File: src/rtl/da_pkg.sv
// Shared types and elaboration-time helpers for the distributed-arithmetic DCT datapath.
// da_entry builds one subset-sum ROM word from a packed coefficient vector.
package da_pkg;

    typedef enum logic [1:0] {IDLE, SHIFT, DONE} state_e;

    localparam logic [15:0] C4_Q14 = 16'h2D41;

    // Widest packed coefficient vector da_entry can consume.
    localparam int unsigned COEF_MAX_W = 4096;

    function automatic int unsigned rw_f(input int unsigned cw, input int unsigned n);
        return cw + $clog2(n);
    endfunction

    function automatic int unsigned aw_f(input int unsigned cw, input int unsigned n,
                                         input int unsigned dw);
        return rw_f(cw, n) + dw;
    endfunction

    // Sum of C[r][k] for every k whose address bit a[n-1-k] is set, sign-extended to 64 bits.
    function automatic logic [63:0] da_entry(input logic [COEF_MAX_W-1:0] coef,
                                             input int unsigned n, input int unsigned cw,
                                             input int unsigned r, input int unsigned a);
        logic [63:0] sum;
        logic [63:0] elem;
        logic [63:0] mask;
        sum  = '0;
        mask = (64'd1 << cw) - 64'd1;
        for (int unsigned k = 0; k < n; k++) begin
            if (a[n-1-k]) begin
                elem = 64'(coef >> ((r * n + k) * cw)) & mask;
                if (elem[cw-1]) begin
                    elem = elem | ~mask;
                end
                sum = sum + elem;
            end
        end
        return sum;
    endfunction

endpackage

File: src/rtl/da_coef_rom.sv
// Combinational subset-sum coefficient ROM, one 2^N-entry bank per coefficient row.
// Rows at or beyond ROWS read as zero.
module da_coef_rom
    import da_pkg::*;
#(
    parameter int unsigned N    = 4,
    parameter int unsigned CW   = 16,
    parameter int unsigned ROWS = 8,
    parameter logic [ROWS*N*CW-1:0] COEF = '0,
    localparam int unsigned RW  = rw_f(CW, N),
    localparam int unsigned RSW = (ROWS > 1) ? $clog2(ROWS) : 1
) (
    input  logic [RSW-1:0] row,
    input  logic [N-1:0]   addr,
    output logic [RW-1:0]  entry
);

    localparam int unsigned BANK  = 2 ** N;
    localparam int unsigned DEPTH = ROWS * BANK;
    localparam logic [COEF_MAX_W-1:0] COEF_X = COEF_MAX_W'(COEF);

    logic [RW-1:0] rom_tbl [DEPTH];

    for (genvar i = 0; i < DEPTH; i++) begin : g_entry
        localparam logic [63:0] E = da_entry(COEF_X, N, CW, i / BANK, i % BANK);
        assign rom_tbl[i] = E[RW-1:0];
    end

    always_comb begin
        entry = '0;
        if (32'(row) < ROWS) begin
            entry = rom_tbl[{row, addr}];
        end
    end

endmodule

File: src/rtl/da_dct_mac.sv
// Bit-serial distributed-arithmetic dot product: one sample bit-plane per clock, LSB first,
// with the sample MSB plane subtracted for two's-complement weighting.
module da_dct_mac
    import da_pkg::*;
#(
    parameter int unsigned N    = 4,
    parameter int unsigned DW   = 8,
    parameter int unsigned CW   = 16,
    parameter int unsigned ROWS = 8,
    parameter logic [ROWS*N*CW-1:0] COEF = '0,
    localparam int unsigned RW  = rw_f(CW, N),
    localparam int unsigned AW  = aw_f(CW, N, DW),
    localparam int unsigned RSW = (ROWS > 1) ? $clog2(ROWS) : 1
) (
    input  logic                 clk,
    input  logic                 rst,
    input  logic                 in_valid,
    output logic                 in_ready,
    input  logic [N*DW-1:0]      x_in,
    input  logic [RSW-1:0]       row_sel,
    output logic                 out_valid,
    input  logic                 out_ready,
    output logic signed [AW-1:0] y,
    output logic                 out_err
);

    localparam int unsigned BW = (DW > 1) ? $clog2(DW) : 1;

    state_e                state_q, state_d;
    logic [BW-1:0]         b_q, b_d;
    logic signed [AW-1:0]  acc_q, acc_d;
    logic [N*DW-1:0]       x_q, x_d;
    logic [RSW-1:0]        row_q, row_d;
    logic                  err_q, err_d;

    logic [N-1:0]          rom_addr;
    logic [RW-1:0]         rom_entry;
    logic signed [AW-1:0]  term;

    da_coef_rom #(
        .N    (N),
        .CW   (CW),
        .ROWS (ROWS),
        .COEF (COEF)
    ) u_rom (
        .row   (row_q),
        .addr  (rom_addr),
        .entry (rom_entry)
    );

    // x[0] feeds the address MSB.
    always_comb begin
        rom_addr = '0;
        for (int k = 0; k < N; k++) begin
            rom_addr[N-1-k] = x_q[k*DW + int'(b_q)];
        end
        term = AW'($signed(rom_entry)) <<< b_q;
    end

    always_comb begin
        state_d = state_q;
        b_d     = b_q;
        acc_d   = acc_q;
        x_d     = x_q;
        row_d   = row_q;
        err_d   = err_q;
        unique case (state_q)
            IDLE: begin
                if (in_valid) begin
                    state_d = SHIFT;
                    x_d     = x_in;
                    row_d   = row_sel;
                    b_d     = '0;
                    acc_d   = '0;
                    err_d   = (32'(row_sel) >= ROWS);
                end
            end
            SHIFT: begin
                if (32'(b_q) == DW - 1) begin
                    acc_d   = acc_q - term;
                    state_d = DONE;
                end else begin
                    acc_d = acc_q + term;
                    b_d   = b_q + BW'(1);
                end
            end
            DONE: begin
                if (out_ready) begin
                    state_d = IDLE;
                end
            end
            default: state_d = IDLE;
        endcase
    end

    always_ff @(posedge clk) begin
        if (rst) begin
            state_q <= IDLE;
            b_q     <= '0;
            acc_q   <= '0;
            x_q     <= '0;
            row_q   <= '0;
            err_q   <= 1'b0;
        end else begin
            state_q <= state_d;
            b_q     <= b_d;
            acc_q   <= acc_d;
            x_q     <= x_d;
            row_q   <= row_d;
            err_q   <= err_d;
        end
    end

    assign in_ready  = (state_q == IDLE) && !rst;
    assign out_valid = (state_q == DONE);
    assign y         = acc_q;
    assign out_err   = err_q;

endmodule

File: config.mk
export PLATFORM = sky130hd
export DESIGN_NAME = da_dct_mac
export DESIGN_NICKNAME = d
export VERILOG_FILES = /design/src/rtl/da_pkg.sv /design/src/rtl/da_coef_rom.sv /design/src/rtl/da_dct_mac.sv
export SDC_FILE = /design/constraint.sdc
export NUM_CORES = 1
export LEC_CHECK = 0
export ABC_CLOCK_PERIOD_IN_PS = 1400
export CORE_AREA = 2 2 57 59
export CTS_BUF_LIST = sky130_fd_sc_hd__clkbuf_8 sky130_fd_sc_hd__clkbuf_16
export CTS_CLUSTER_DIAMETER = 100
export DETAILED_ROUTE_END_ITERATION = 8
export DIE_AREA = 0 0 59 61
export PLACE_DENSITY_LB_ADDON = 0.1
export SYNTH_ARGS = -nofsm -noshare
export SYNTH_HDL_FRONTEND = slang
export SYNTH_SLANG_ARGS = --single-unit
File: constraint.sdc
create_clock -name clk -period 1.4 [get_ports clk]
set_input_delay 0.21 -clock clk [delete_from_list [all_inputs] [get_ports clk]]
set_output_delay 0.21 -clock clk [all_outputs]
set_load 0.01 [all_outputs]
==> metrics, run 1 <==
Unique masters post-synth=19; mean area per synthesized cell=11.34 um2; Die Y-Extent=61 um; 1st-iter DRT viols=10; clk root buf=clkbuf_8; PortBufs=28; Ys Warns=0; top_reg_cell synth=dfxtp_1; final hold vios=0; CTS tree=yes; delay-heaviest family, CP=buffers and inverters; Post-CTS Setup Inserts=0; Routed Antenna Nets=0; status=finished clean; critical setup path kind=register to output port; CORE AREA=2953 um2; Resized cells post-CTS=2; post-synthesis async set-or-reset flop share=0%; Static Leak=0.5961 nW; Num CTS Buffers=3; vias in the first global route=583; hold endpoint=y[6]; fraction of layout cells with a size suffix above 1=11.40%; Final Max Tran Viols=0; # fillers=280; Post-synth EDFFs=0; CP Cell Sequence=clkdlybuf4s50_1; largest net degree at the start of global routing=24; nets@finish=156; CP Buf/Inv Count=1; Synth Register Bits=28; Die W=59 um; f_max=743.5 MHz; crit start category=register; Min-Delay Path Class=register to register; clk sinks=28; reg2reg start=b_q[0]; DPL Wire Length=1137 um; max-cap violation count=0; GRT overflow=0; clock skew=0.001051 ns; Mapped Cells=84; hold path depth=1; sequential-to-total area share from yosys stat=58.87%; R2R depth=5; GPL Wtd Cong=0.6505; Crit Path Max Fanout=2; CP peak stage delay=0.54 ns; clk slew on worst S/H paths=0.09 ns; final setup violation count=0; GR Util All Layers=9.857%; commonest non-fill, non-tap cell in the layout=dfxtp_1; r2r setup slk=0.13 ns; total power per unit cell area=1033 nW/um2; CP max-delay cell=clkdlybuf4s50_1; CP Capture Type=output port; n_diodes=0; Layout area overhead=37.32%; Finished Cell Area=1308 um2; post-DR vias/cell=4.374; die area=3599 um2; Post-route DRC=0; area post-placement=1240 um2; Finished Core Util=44.28%; H-tree depth=1; Max Root-Sink Buffers=2; hold_buf cts=0; WP data arrival=1.13 ns; Peak VDD IR=0.5615 mV; drt wl/cell=10.79 um; Hold Crit Start=y[6]; crit path time final=1.345 ns; worst endpoint required time=1.19 ns; r2r endpoint=b_q[2]; Final period util=96.07%; starting density of the core=32.25%; first-pass GRT wire length=2663 um; Routed WL=1586 um; cell row count=20; Clk Latency, worst-skew pair=0.26 ns; commonest cells after routing, fill and taps aside=28 x dfxtp_1, 23 x and2_1, 21 x clkdlybuf4s50_1, 5 x dlymetal6s2s_1; DR vias=643; I/O pins=68; antenna violations before repair=0; area of the mapped netlist=952.2 um2; first-pass detailed-route iteration total=4
-- cell usage after synthesis, drive strengths merged (2+ instances only) --
master | instances | area, um2
a21oi | 3 | 26.28
and2 | 23 | 143.9
o21ai | 3 | 15.01
dfxtp | 28 | 560.5
buf | 8 | 67.56
ha | 2 | 25.02
nand3 | 4 | 20.02
a31oi | 3 | 18.77
nor2 | 3 | 16.26
-- cell type report --
cell class	count	area, um2	share of cell area (%)
Clock buffer	4	55.05	4.211
Multi-Input combinational cell	51	337.8	25.84
Tap cell	33	41.29	3.158
Sequential cell	28	560.5	42.87
Timing Repair Buffer	31	312.8	23.92
-- through the flow --
stage | setup TNS, ns | total power, W | cells | setup WS, ns | hold slack [ns]
global route | -0.001925 | 0.001406 | 147 | -0.001580 | 0.4845
floorplan | 0 | 0.0008777 | 87 | 0.1963 | 0.2791
detailed placement | -1.532 | 0.0008900 | 143 | -0.1452 | 0.4436
CTS | 0 | 0.001377 | 147 | 0.02564 | 0.4705
finish | 0 | 0.001351 | 147 | 0.05508 | 0.4624
global placement | -0.5425 | 0.0008876 | 143 | -0.1255 | 0.4415
-- where the power goes --
part | leakage, nW | internal, W | total [W] | switching, W
Clock | 0.0288 | 0.000251 | 0.000483 | 0.000232
Sequential | 0.226 | 0.000801 | 0.000805 | 0.00000456
Combinational | 0.341 | 0.0000264 | 0.0000627 | 0.0000364
-- how the worst max path moves through the flow --
stage,startpoint,to,slack [ns],cells past startpoint
floorplan,b_q[0],b_q[0],0.20,5
global placement,rst,in_ready,-0.13,3
detailed placement,rst,in_ready,-0.15,3
CTS,y[5],y[5],0.03,1
global route,state_q[0],y[15],-0.002,4
finish,y[18],y[18],0.06,1
-- flip-flops by register name, summed over array words and instances, names as in the netlist --
| signal | count |
|---|---|
| b_q | 3 |
| state_q | 2 |
| y | 23 |
-- kinds of logic after synthesis --
kind of cell,Yosys count,share of synthesized area (%)
compound gates,10,7.884
fa+ha+maj,2,2.628
buf+inv,8,7.095
flops,28,58.87
other cells,1,0.3938
simple gates,35,23.13
-- per-layer routing --
layer	vias up	wire (um)	track usage [%]
met4	0	15	3.896
met1	290	735	12.03
li1	332	-	-
met5	-	0	0
met2	19	754	16.67
met3	2	80	2.559
(Power assumes the default switching activity.)
==> run 2: changes to the inputs <==
--- a/config.mk
+++ b/config.mk
@@ -5,12 +5,12 @@
 export SDC_FILE = /design/constraint.sdc
 export NUM_CORES = 1
 export LEC_CHECK = 0
-export ABC_CLOCK_PERIOD_IN_PS = 1400
-export CORE_AREA = 2 2 57 59
+export ABC_CLOCK_PERIOD_IN_PS = 1200
+export CORE_AREA = 2 2 60 62
 export CTS_BUF_LIST = sky130_fd_sc_hd__clkbuf_8 sky130_fd_sc_hd__clkbuf_16
 export CTS_CLUSTER_DIAMETER = 100
 export DETAILED_ROUTE_END_ITERATION = 8
-export DIE_AREA = 0 0 59 61
+export DIE_AREA = 0 0 62 64
 export PLACE_DENSITY_LB_ADDON = 0.1
 export SYNTH_ARGS = -nofsm -noshare
 export SYNTH_HDL_FRONTEND = slang
==> constraint.sdc (replaced) <==
create_clock -name clk -period 1.2 [get_ports clk]
set_input_delay 0.18 -clock clk [delete_from_list [all_inputs] [get_ports clk]]
set_output_delay 0.18 -clock clk [all_outputs]
set_load 0.01 [all_outputs]
==> run 2 against run 1 <==
Non-clock buffer count grew 4. Combinational power grew 67%. Worst hold slack lost 0.0037 ns. Sequential power grew 17%. First-iteration DRC count is the same. Sequential share of layout area shrank 1.8 points. Critical endpoint is now y[18]. Largest cell class unchanged. Largest power group unchanged.
==> metrics, run 2 (synthesis gave the netlist of run 1 again) <==
CP Capture Type=register; Peak VDD IR=0.3911 mV (-30%); critical setup path kind=register to register; Routed Antenna Nets=0 (unchanged); Highest Signal Layer=met4; met1 wire length=901 um (+23%); GPL Wtd Cong=0.7395 (+14%); max-cap violation count=0 (unchanged); f_max=865.7 MHz; Max Root-Sink Buffers=2 (unchanged); clk root buf=clkbuf_8; Crit Path Max Fanout=8 (+6); clk sinks=28 (unchanged); largest net degree at the start of global routing=16 (-33%); vias in the first global route=627 (+7.5%); 1st-iter DRT viols=10 (unchanged); r2r endpoint=y[18]; GR Util All Layers=10.11% (+0.25 points); R2R depth=5 (unchanged); total power per unit cell area=1172 nW/um2 (+13%); commonest cells after routing, fill and taps aside=24 x dfxtp_1, 23 x and2_1, 23 x dlygate4sd2_1, 6 x buf_4; starting density of the core=28.99% (-3.3 points); final setup violation count=0 (unchanged); worst endpoint required time=1.37 ns (+0.18 ns); routed wl met2=830 um (+10%); H-tree depth=1 (unchanged); Layout area overhead=44.68%; PortBufs=28 (unchanged); clk slew on worst S/H paths=0.09 ns (about the same); Static Leak=0.6393 nW (+7.2%); DPL Wire Length=1160 um (+2.0%); status=finished clean; Routed WL=1847 um (+16%); Clk Latency, worst-skew pair=0.27 ns (about the same); hold endpoint=y[20]; first-pass detailed-route iteration total=3 (-1); cell row count=21 (+5.0%); Min-Delay Path Class=register to register; crit start category=register; n_diodes=0 (unchanged); antenna violations before repair=0 (unchanged); crit path time final=1.155 ns; DR vias=660 (+2.6%); commonest non-fill, non-tap cell in the layout=dfxtp_1; Finished Core Util=41.94% (-2.3 points); first-pass GRT wire length=3029 um (+14%); max FFs per register=23 (unchanged); hold path depth=1 (unchanged); hold_buf cts=0 (unchanged); CTS tree=yes; Die Y-Extent=64 um (+4.9%); Finished Cell Area=1378 um2 (+5.4%); area post-placement=1274 um2 (+2.7%); I/O pins=68 (unchanged); Post-route DRC=0 (unchanged); RSZ-0062 raised after global routing=yes; post-DR vias/cell=4.000 (-8.6%); WP data arrival=1.32 ns (+0.19 ns); GRT overflow=0 (unchanged); fraction of layout cells with a size suffix above 1=24.37% (+13 points); die area=3968 um2 (+10%); drt wl/cell=11.19 um (+3.8%); Final period util=96.26%; r2r setup slk=0.04 ns (-0.09 ns); nets@finish=161 (+3.2%); Num CTS Buffers=3 (unchanged); CORE AREA=3284 um2 (+11%); clock skew=0.004315 ns (+0.003264 ns); total power=0.001614 W (+19%); Met3 Wirelength=106 um (+33%); Die W=62 um (+5.1%); Hold Crit Start=y[20]; Final Max Tran Viols=0 (unchanged); final hold vios=0 (unchanged); reg2reg start=state_q[1]
## run 2: repair_timing
action	4_1_cts	5_1_grt
gates cloned	1	0
setup endpoints to repair	52	18
buffers inserted	0	2
pin swaps	1	6
resized for setup	37	9
endpoints found under the hold margin	0	0
## run 2: per-stage QoR
step	setup TNS [ns]	hold slack [ns]	instances	setup WS, ns
6_report	0	0.4587	165	0.04488
5_1_grt	-0.06839	0.4755	165	-0.02470
4_1_cts	0	0.4648	163	0.01082
3_5_place_dp	-5.939	0.4427	158	-0.2736
3_3_place_gp	-5.638	0.4406	158	-0.2843
2_1_floorplan	0	0.2491	87	0.05249
## run 2: routing by layer
metal	vias to the layer above	GRT usage (%)
met2	22	15.36
li1	339	-
met5	-	0
met3	2	2.227
met1	297	13.97
met4	0	3.191
## run 2: layout make-up
type                       count  area, um2
clock buffer                   4      55.05
fill                         337       1907
multi-input combinational     52      401.6
sequential                    28      565.5
tap                           46      57.56
timing repair buffer          35      297.8
## run 2: critical path, cell delays in order, from the launching register on
cell,delay (ns)
dfxtp_2,0.34
buf_6,0.14
nor2_4,0.18
a21oi_4,0.08
buf_4,0.17
and2_1,0.15
## run 2: how the worst max path moves through the flow
stage / start / to / slack, ns / cells past startpoint
final: state_q[1] / y[18] / 0.04 / 5
after global routing: b_q[1] / b_q[2] / -0.02 / 5
after CTS: state_q[1] / out_valid / 0.01 / 2
after detailed placement: rst / in_ready / -0.27 / 3
after global placement: rst / in_ready / -0.28 / 3
after floorplan: b_q[0] / b_q[0] / 0.05 / 5
## run 2: power breakdown
part	total [W]	internal (W)	switching, W
sequential	0.000942	0.000936	0.00000636
clock	0.000567	0.000293	0.000274
combinational	0.000105	0.0000471	0.0000579
